## config.mk

```make
export PLATFORM = sky130hd
export DESIGN_NAME = dmem_responder
export DESIGN_NICKNAME = d
export VERILOG_FILES = /design/src/rtl/dmem_pkg.sv /design/src/rtl/dmem_responder_wbuf.sv /design/src/rtl/dmem_responder.sv
export SDC_FILE = /design/constraint.sdc
export NUM_CORES = 2
export LEC_CHECK = 0
export BUFFER_PORTS_ARGS = -buffer_cell sky130_fd_sc_hd__buf_2
export CAP_MARGIN = 0
export CORE_MARGIN = 1
export CORE_UTILIZATION = 25
export DETAILED_ROUTE_END_ITERATION = 8
export PLACE_DENSITY = 0.47
export SYNTH_ARGS = -nofsm -noshare
export SYNTH_HDL_FRONTEND = slang
export SYNTH_MEMORY_MAX_BITS = 65536
export SYNTH_SLANG_ARGS = --single-unit
```

## constraint.sdc

```tcl
create_clock -name clk -period 3.7 [get_ports clk]
set_input_delay 0 -clock clk [delete_from_list [all_inputs] [get_ports clk]]
set_output_delay 0 -clock clk [all_outputs]
set_load 0.02 [all_outputs]
```

## src/rtl/dmem_pkg.sv

```systemverilog
// Shared types and decode helpers for the data-memory responder and its write-posting FIFO.
package dmem_pkg;

    localparam int DMEM_ADDR_W = 7;
    localparam int DMEM_DATA_W = 32;

    // Default layout of one posted write.
    typedef struct packed {
        logic [DMEM_ADDR_W-1:0] addr;
        logic [DMEM_DATA_W-1:0] data;
    } wbuf_entry_t;

    typedef enum logic [1:0] {
        ACC_NONE = 2'd0,
        ACC_RD   = 2'd1,
        ACC_WR   = 2'd2
    } acc_e;

    // OEN low wins over WEN low, so a cycle is never both a read and a write.
    function automatic acc_e decode_access(input logic cen, input logic oen, input logic wen);
        acc_e acc;
        acc = ACC_NONE;
        if (cen && !oen) begin
            acc = ACC_RD;
        end else if (cen && !wen) begin
            acc = ACC_WR;
        end
        return acc;
    endfunction

endpackage

```

## src/rtl/dmem_responder_wbuf.sv

```systemverilog
// Posted-write FIFO with a youngest-match forwarding lookup across all valid entries.
// Zero-latency lookup; the caller guarantees a push into a full FIFO always coincides with a pop.
module wbuf_fifo #(
    parameter  int ADDR_W = 7,
    parameter  int DATA_W = 32,
    parameter  int DEPTH  = 4,
    localparam int PTR_W  = $clog2(DEPTH),
    localparam int CNT_W  = PTR_W + 1
) (
    input  logic              clk,
    input  logic              rst_n,
    input  logic              i_push,
    input  logic [ADDR_W-1:0] i_push_addr,
    input  logic [DATA_W-1:0] i_push_data,
    input  logic              i_pop,
    output logic [ADDR_W-1:0] o_head_addr,
    output logic [DATA_W-1:0] o_head_data,
    output logic [CNT_W-1:0]  o_count,
    input  logic [ADDR_W-1:0] i_look_addr,
    output logic              o_hit,
    output logic [DATA_W-1:0] o_hit_data
);

    typedef struct packed {
        logic [ADDR_W-1:0] addr;
        logic [DATA_W-1:0] data;
    } entry_t;

    entry_t           r_mem [DEPTH];
    logic [PTR_W-1:0] r_head;
    logic [PTR_W-1:0] r_tail;
    logic [CNT_W-1:0] r_count;
    logic             w_pop;
    logic [PTR_W-1:0] w_idx;

    assign w_pop = i_pop && (r_count != '0);

    always_ff @(posedge clk) begin
        if (!rst_n) begin
            r_head  <= '0;
            r_tail  <= '0;
            r_count <= '0;
        end else begin
            if (i_push) r_tail <= r_tail + PTR_W'(1);
            if (w_pop)  r_head <= r_head + PTR_W'(1);
            if (i_push && !w_pop) begin
                r_count <= r_count + CNT_W'(1);
            end else if (!i_push && w_pop) begin
                r_count <= r_count - CNT_W'(1);
            end
        end
    end

    // Entry storage is not reset; validity comes from the pointers alone.
    always_ff @(posedge clk) begin
        if (rst_n && i_push) begin
            r_mem[r_tail] <= '{addr: i_push_addr, data: i_push_data};
        end
    end

    assign o_head_addr = r_mem[r_head].addr;
    assign o_head_data = r_mem[r_head].data;
    assign o_count     = r_count;

    // Scan oldest to youngest so the last match, the youngest, wins.
    always_comb begin
        o_hit      = 1'b0;
        o_hit_data = '0;
        w_idx      = '0;
        for (int k = 0; k < DEPTH; k++) begin
            w_idx = r_head + PTR_W'(k);
            if ((CNT_W'(k) < r_count) && (r_mem[w_idx].addr == i_look_addr)) begin
                o_hit      = 1'b1;
                o_hit_data = r_mem[w_idx].data;
            end
        end
    end

endmodule

```

## src/rtl/dmem_responder.sv

```systemverilog
// Data-memory responder: same-cycle loads with forwarding, stores posted through wbuf_fifo.
// Array writes drain one FIFO entry in every non-read cycle; reads never stall.
module dmem_responder
    import dmem_pkg::*;
#(
    parameter  int ADDR_W     = DMEM_ADDR_W,
    parameter  int DATA_W     = DMEM_DATA_W,
    parameter  int WBUF_DEPTH = 4,
    localparam int CNT_W      = $clog2(WBUF_DEPTH) + 1
) (
    input  logic              clk,
    input  logic              rst_n,
    input  logic              CEN,
    input  logic              OEN,
    input  logic              WEN,
    input  logic [ADDR_W-1:0] A,
    input  logic [DATA_W-1:0] Data2Mem,
    output logic [DATA_W-1:0] ReadDataMem,
    input  logic              flush,
    output logic [CNT_W-1:0]  wbuf_count,
    output logic              idle
);

    acc_e              w_acc;
    logic              w_rd;
    logic              w_wr;
    logic              w_pop;
    logic              w_hit;
    logic              w_flush_hold;
    logic [ADDR_W-1:0] w_head_addr;
    logic [DATA_W-1:0] w_head_data;
    logic [DATA_W-1:0] w_hit_data;
    logic [CNT_W-1:0]  w_count;
    logic [DATA_W-1:0] r_mem [2**ADDR_W];

    assign w_acc = decode_access(CEN, OEN, WEN);
    assign w_rd  = (w_acc == ACC_RD);
    assign w_wr  = (w_acc == ACC_WR);

    // The single array port belongs to the drain whenever no load needs it.
    assign w_pop = !w_rd && (w_count != '0);

    wbuf_fifo #(
        .ADDR_W (ADDR_W),
        .DATA_W (DATA_W),
        .DEPTH  (WBUF_DEPTH)
    ) u_wbuf (
        .clk         (clk),
        .rst_n       (rst_n),
        .i_push      (w_wr),
        .i_push_addr (A),
        .i_push_data (Data2Mem),
        .i_pop       (w_pop),
        .o_head_addr (w_head_addr),
        .o_head_data (w_head_data),
        .o_count     (w_count),
        .i_look_addr (A),
        .o_hit       (w_hit),
        .o_hit_data  (w_hit_data)
    );

    always_ff @(posedge clk) begin
        if (rst_n && w_pop) begin
            r_mem[w_head_addr] <= w_head_data;
        end
    end

    always_comb begin
        ReadDataMem = '0;
        if (rst_n && w_rd) begin
            ReadDataMem = w_hit ? w_hit_data : r_mem[A];
        end
    end

    // A flush request keeps idle low while entries remain, which coincides with a non-zero count.
    assign w_flush_hold = flush && (w_count != '0);
    assign idle         = (w_count == '0) && !w_flush_hold;
    assign wbuf_count   = w_count;

endmodule

```

* After elaboration in Yosys (flattened, before gate mapping) *
Memory sizes are Yosys's and may differ from the RTL's. A register that Yosys moved wholly into a read port is not among the register bits.
Cells that the tools add are included.

operators by class
  mux-type cells = 20
  eq/ne operators = 6
  add/sub/neg operators = 6
  order comparisons = 4
  reduce and logical (&&, ||, !) cells = 24

operator list
  cell                   number
  $mux W32               6
  $eq A7 B7 Y1           4
  $logic_and A1 B1 Y1    15
  $mux W1                8
  $mux W2                4
  $logic_not A1 Y1       6
  $lt A1 B3 Y1 const A   2
  $lt A2 B3 Y1 const A   2
  $mux W3                2
  $add A2 B1 Y2 const B  2
  $add A2 B2 Y2 const B  2
  $add A3 B1 Y3 const B  1
  $logic_not A3 Y1       1
  $reduce_bool A3 Y1     1
  $sub A3 B1 Y3 const B  1
  $eq A2 B1 Y1 const B   1
  $eq A2 B2 Y1 const B   1
  $reduce_bool A2 Y1     1

storage, ports and cells
  memories = 2
  input bits = 45
  RAM bits = 4252
  bits in registers = 7

memories
  memory        depth  bits a word  rd ports  clocked after Yosys merged registers in  wr ports  RTL line                   RTL
  r_mem         128    32           1         0                                        1         dmem_responder.sv:34       logic [DATA_W-1:0] r_mem [2**ADDR_W];
  u_wbuf.r_mem  4      39           4         1                                        1         dmem_responder_wbuf.sv:29  entry_t r_mem [DEPTH];

* Longest topological paths before layout *
  depth after elaboration = 11
  depth in mapped cells = 14
  mapped depth without buffers = 9

* Modules after synthesis *
A second synthesis with hierarchy kept.

second synthesis, totals
  cell total of the unflattened synthesis = 7917
  area total of the unflattened synthesis = 167932.3 µm²

modules (own cells, without submodules)
  module          seq. area each (µm²)  cells each  times used  area an instance (µm²)
  dmem_responder  122998.0              7183        1           157558.6
  wbuf_fifo       4864.7                734         1           10373.7

* Worst setup path after synthesis *
OpenSTA, ideal clock, no wires.

  kind = flip-flop to flip-flop
  from = reg u_wbuf.r_count[0], in the netlist u_wbuf.o_count[0]
  to = mem r_mem[88][0], in the netlist r_mem[44][0] (enable)
  arrival time = 3.475 ns
  setup slack = -0.196 ns
  required time = 3.279 ns
  stages on the path, launching flop included = 10
  path buffers = 2
  setup time = 0.421 ns
  cell sequence = dfxtp_1 -> inv_1 -> ha_1 -> nor2b_1 -> nor2_1 -> and2_1 -> clkbuf_1 -> nand3_1 -> buf_1 -> nor2_1

on the way
  cells in the longest elaborated chain, start to end = 5

RTL lines
  element                        RTL line                   RTL
  start: declaration             dmem_responder_wbuf.sv:32  logic [CNT_W-1:0] r_count;
  start signal: assignment       dmem_responder_wbuf.sv:47  r_count <= r_count + CNT_W'(1);
  start signal: assignment       dmem_responder_wbuf.sv:49  r_count <= r_count - CNT_W'(1);
  $reduce_bool A3 Y1             dmem_responder.sv:41       assign w_pop = !w_rd && (w_count != '0);
  $logic_and A1 B1 Y1            dmem_responder.sv:41
  $logic_and A1 B1 Y1            dmem_responder.sv:63       if (rst_n && w_pop) begin
  $mux W1                        dmem_responder.sv:63
  $mux W1 (implied by the code)  dmem_responder.sv:64       r_mem[w_head_addr] <= w_head_data;
  end: declaration               dmem_responder.sv:34

Every way passes these cells.

* Worst setup path in the final report *
  from = reg u_wbuf.r_head[1]
  to = out ReadDataMem[14]

on the way
  cells in the longest elaborated chain, start to end = 9
  elaborated cells on any way between the ends = 18
  classes of those cells = 3 x add/sub; 3 x eq/ne; 8 x mux; 3 x reduce/logical; 1 x memory

RTL lines
  element                                                   RTL line                   RTL
  start: declaration                                        dmem_responder_wbuf.sv:30  logic [PTR_W-1:0] r_head;
  start signal: assignment                                  dmem_responder_wbuf.sv:45  if (w_pop) r_head <= r_head + PTR_W'(1);
  $add A2 B1 Y2                                             dmem_responder_wbuf.sv:71  w_idx = r_head + PTR_W'(k);
  $mem_v2 Z4 W39 (*)                                        --
  $eq A7 B7 Y1                                              dmem_responder_wbuf.sv:72  if ((CNT_W'(k) < r_count) && (r_mem[w_idx].addr == i_look_addr)) begin
  $logic_and A1 B1 Y1                                       dmem_responder_wbuf.sv:72
  $mux W32 / $mux W1 (equally long branches) (3 in series)  dmem_responder_wbuf.sv:72
  $mux W32 (*)                                              dmem_responder.sv:71       ReadDataMem = w_hit ? w_hit_data : r_mem[A];
  $mux W32 (*)                                              dmem_responder.sv:70       if (rst_n && w_rd) begin
  end: declaration                                          dmem_responder.sv:18       output logic [DATA_W-1:0] ReadDataMem,

Mark *: on every way between the ends. The rest lies on a longest branch, timed or not.

==> qor.csv <==
metric;value;unit
R2R Path End;r_mem[69][2];
CTS Buffer Depth;4;
Sink Count;4261;
Inserted Clock Buffers;437;
switching part of the total;26.1;%
HP Start;A[2];
GRT Util Overall;15.8;%
sequential power share;49.5;%
port buffer count;79;
number of synthesized flops with an enable pin;4252;
# fillers;64800;
Std-Cell Rows;301;
WL/cell;29.8;um
top cell type by total area after synthesis;edfxtp_1;
HPWL after detailed placement;325;mm
fin crit share;111;%
H-tree levels;5;
final hold violation count;0;
Die X;824;um
Clk network pwr share;37.0;%
R2R Setup Slk;0.37;ns
Area Growth Syn to Fin;21.6;%
simple logic cell fraction of the synthesized area;1.93;%
Tot Pwr;0.117;W
R2R cell count;7;
DR vias;92300;
initial antenna violation count;42;
largest net degree at the start of global routing;130;
Core ar.;673000;um2
DR vias/cell;4.93;
mux contribution to synthesized area;15.1;%
Critical Path RT;3.70;ns
peak supply drop;0.429;mV
RSZ-0062 raised after global routing;true;
Worst setup SP type;flip-flop;
clk root buf;clkbuf_16;
f_max;242;MHz
FF+latch count, synth;4261;
Worst Path Max Fanout;7;
worst path bufs/invs;4;
Synth Area in Compound Gates;5.31;%
Post-Syn Nets;8524;
initial drt markers;10500;
reported leakage power;65.1;nW
Residual DRC;0;
DP Area;189000;um2
post-route cell area;206000;um2
drt pass-1 iters;5;
adder-cell share of the synthesized area;0.0666;%
peak per-stage delay on the critical path;0.54;ns
Power Internal;0.0868;W
share of cells above drive strength 1;26.9;%
worst hold path type;in2reg;
vias in the first global route;93600;
Mapped Avg Cell Area;20.0;um2
CTS tree;yes;
die footprint;680000;um2
hold slack final;0.220;ns
sequential-to-total area share from yosys stat;75.6;%
status;finished, violations left;
Arrival @ worst endpoint;4.12;ns
Initial Util;25.1;%
async set or reset register ratio after synthesis;0;%
synth unique cells;77;
Final setup viols;32;
Pwr Density;571;nW/um2
slowest CP cell;mux4_2;
failing checks;negative setup slack;
first-pass GRT wire length;764;mm
Top delay family on crit path;buffers and inverters;
grt ovf;0;
Worst slew margin;24.2;%
Worst-path clk slew;0.07;ns
largest family of logic cells by synthesized area;multiplexers;
crit end category;output port;
Post-Route WL;557;mm
Clock Latency Late Sink;1.07;ns
synthesized instance count;8470;
synthesized area;169000;um2
count of final max-slew check failures;0;
Max Cap Violations;0;
crit-path cells;buf_8 > mux4_2 > xnor2_2 > nand4_1 > nor2_2 > a211oi_4 > buf_12 > nand4_1 > buf_12 > nor3b_2 > a21o_1 > buf_6;
routability-driven placement congestion ratio;0.802;
Worst-Margin Slew;1.14;ns
WHS Path Cells;3;
kind of critical path;reg2out;
Clock Skews;0.0534;ns
die extent in y;824;um
Post-DRT Antenna Nets;0;
Main synth FF type;edfxtp_1;
number of placed I/O pins;81;
synth warn;0;
share of the synthesized area in the top cell type;75.5;%
Synth area leaders;edfxtp_1, mux4_2, mux2i_1;
Final WS setup;-0.424;ns
Final nets;9456;
XOR/XNOR Fraction of Synth Area;0.181;%
Hold Path Sink;u_wbuf.r_mem[1][34];
Tmin final;4.12;ns
P_sw;0.0306;W
combinational power share;13.5;%
## worst max path at each step
stage,startpoint,endpoint,slack (ns),depth (start not counted)
after floorplan,u_wbuf.o_count[0],r_mem[44][0],-0.20,9
after global placement,A[1],ReadDataMem[26],-1.33,12
final,u_wbuf.r_head[1],ReadDataMem[14],-0.42,12
after CTS,u_wbuf.r_head[0],ReadDataMem[14],-0.41,12
after global routing,u_wbuf.r_head[1],ReadDataMem[14],-0.49,13
after detailed placement,A[1],ReadDataMem[26],-1.30,12
## Yosys cell counts (8+ instances only)
| library cell | count |
|---|---|
| o21ai_1 | 16 |
| nand2_1 | 79 |
| o221ai_1 | 12 |
| o211ai_1 | 17 |
| o31ai_1 | 36 |
| mux2i_1 | 993 |
| o22a_1 | 10 |
| ha_1 | 9 |
| nand2b_1 | 20 |
| nand4_1 | 24 |
| o22ai_1 | 19 |
| mux2_2 | 19 |
| nor2_1 | 209 |
| a211oi_1 | 135 |
| buf_1 | 34 |
| and2_1 | 15 |
| dfxtp_1 | 9 |
| a21oi_1 | 146 |
| or3_1 | 14 |
| nor2b_1 | 13 |
| nor3_1 | 191 |
| clkbuf_1 | 263 |
| a221oi_1 | 276 |
| nand3b_1 | 8 |
| o311ai_0 | 9 |
| inv_1 | 20 |
| buf_6 | 23 |
| a22oi_1 | 44 |
| and3_1 | 11 |
| a221o_1 | 195 |
| nand3_1 | 43 |
| buf_2 | 101 |
| xnor2_1 | 32 |
| buf_4 | 132 |
| nor4_1 | 23 |
| o21ai_0 | 258 |
| edfxtp_1 | 4252 |
| mux4_2 | 682 |
## state kept, by name (all words and copies together) (netlist names), named ones only
| signal | count |
|---|---|
| u_wbuf.r_head | 2 |
| u_wbuf.o_count | 3 |
| u_wbuf.r_mem | 156 |
| r_mem | 4096 |
| u_wbuf.r_tail | 2 |
## layout make-up
type	count	area (um2)	share of cell area, %
clock buffers	540	11500	5.58
flip-flops and latches	4261	128000	62.2
multi-input cells	3635	40700	19.8
diodes	19	47.5	0.0231
well taps	8938	11200	5.44
clock inverters	256	2380	1.16
inverters	23	101	0.0493
repair buffers	1044	11900	5.80
## metal layers
layer | up-vias | part of all wire (%) | track usage, %
met5 | - | 0.012 | 0
met4 | 12 | 3.0 | 4.23
met3 | 727 | 6.2 | 2.03
met2 | 3586 | 48 | 26.4
met1 | 50400 | 43 | 21.7
li1 | 37700 | - | -
## worst min-delay path, stage by stage
cell           delay (ns)
buf_8                0.15
dlygate4sd3_1        0.61
buf_12               0.25
## cell usage in the layout, fill, tap and decap left out, types with 68 or more instances in the layout
master	instances
clkbuf_16	444
o21ai_0	233
mux4_2	653
a221o_1	195
clkinv_1	97
clkinv_2	78
nor2_1	75
dlygate4sd3_1	79
mux2i_1	987
nand2_1	68
clkbuf_1	94
nor3_1	169
buf_12	292
a211oi_1	95
buf_4	567
nor2_4	132
edfxtp_1	4252
a221oi_1	268
a21oi_1	134
## power groups by stage
stage | clock network [W] | logic [W] | registers [W]
after floorplan | 0 | 0.00712 | 0.0592
after global placement | 0 | 0.0145 | 0.0591
after detailed placement | 0 | 0.0150 | 0.0591
after CTS | 0.0442 | 0.0158 | 0.0581
after global routing | 0.0459 | 0.0166 | 0.0581
final | 0.0434 | 0.0159 | 0.0581
## repair_timing
action,in CTS,in global routing
buffers inserted,59,15
cloned,5,1
gates resized for setup,318,42
hold buffers,79,0
pin swaps,51,44
setup endpoints to repair,32,32
hold endpoints to repair,226,0
## logic make-up after synthesis
logic type      count (synthesis)
fa+ha+maj                       9
compound gates               1218
simple gates                  674
mux                          1696
buf+inv                       578
xor+xnor                       34
flops                        4261
## metrics by stage
stage                     TNS (ns)  util (%)  instances  setup slack [ns]
final                        -8.91      30.6      18700            -0.424
after global routing        -11.74      30.6      18700            -0.487
after CTS                    -9.01      30.5      18700            -0.414
after detailed placement     -7.01      28.1      17800             -1.30
after global placement       -7.75      28.1      17800             -1.33
after floorplan            -458.91         -       8470            -0.196
(Power assumes the default switching activity.)
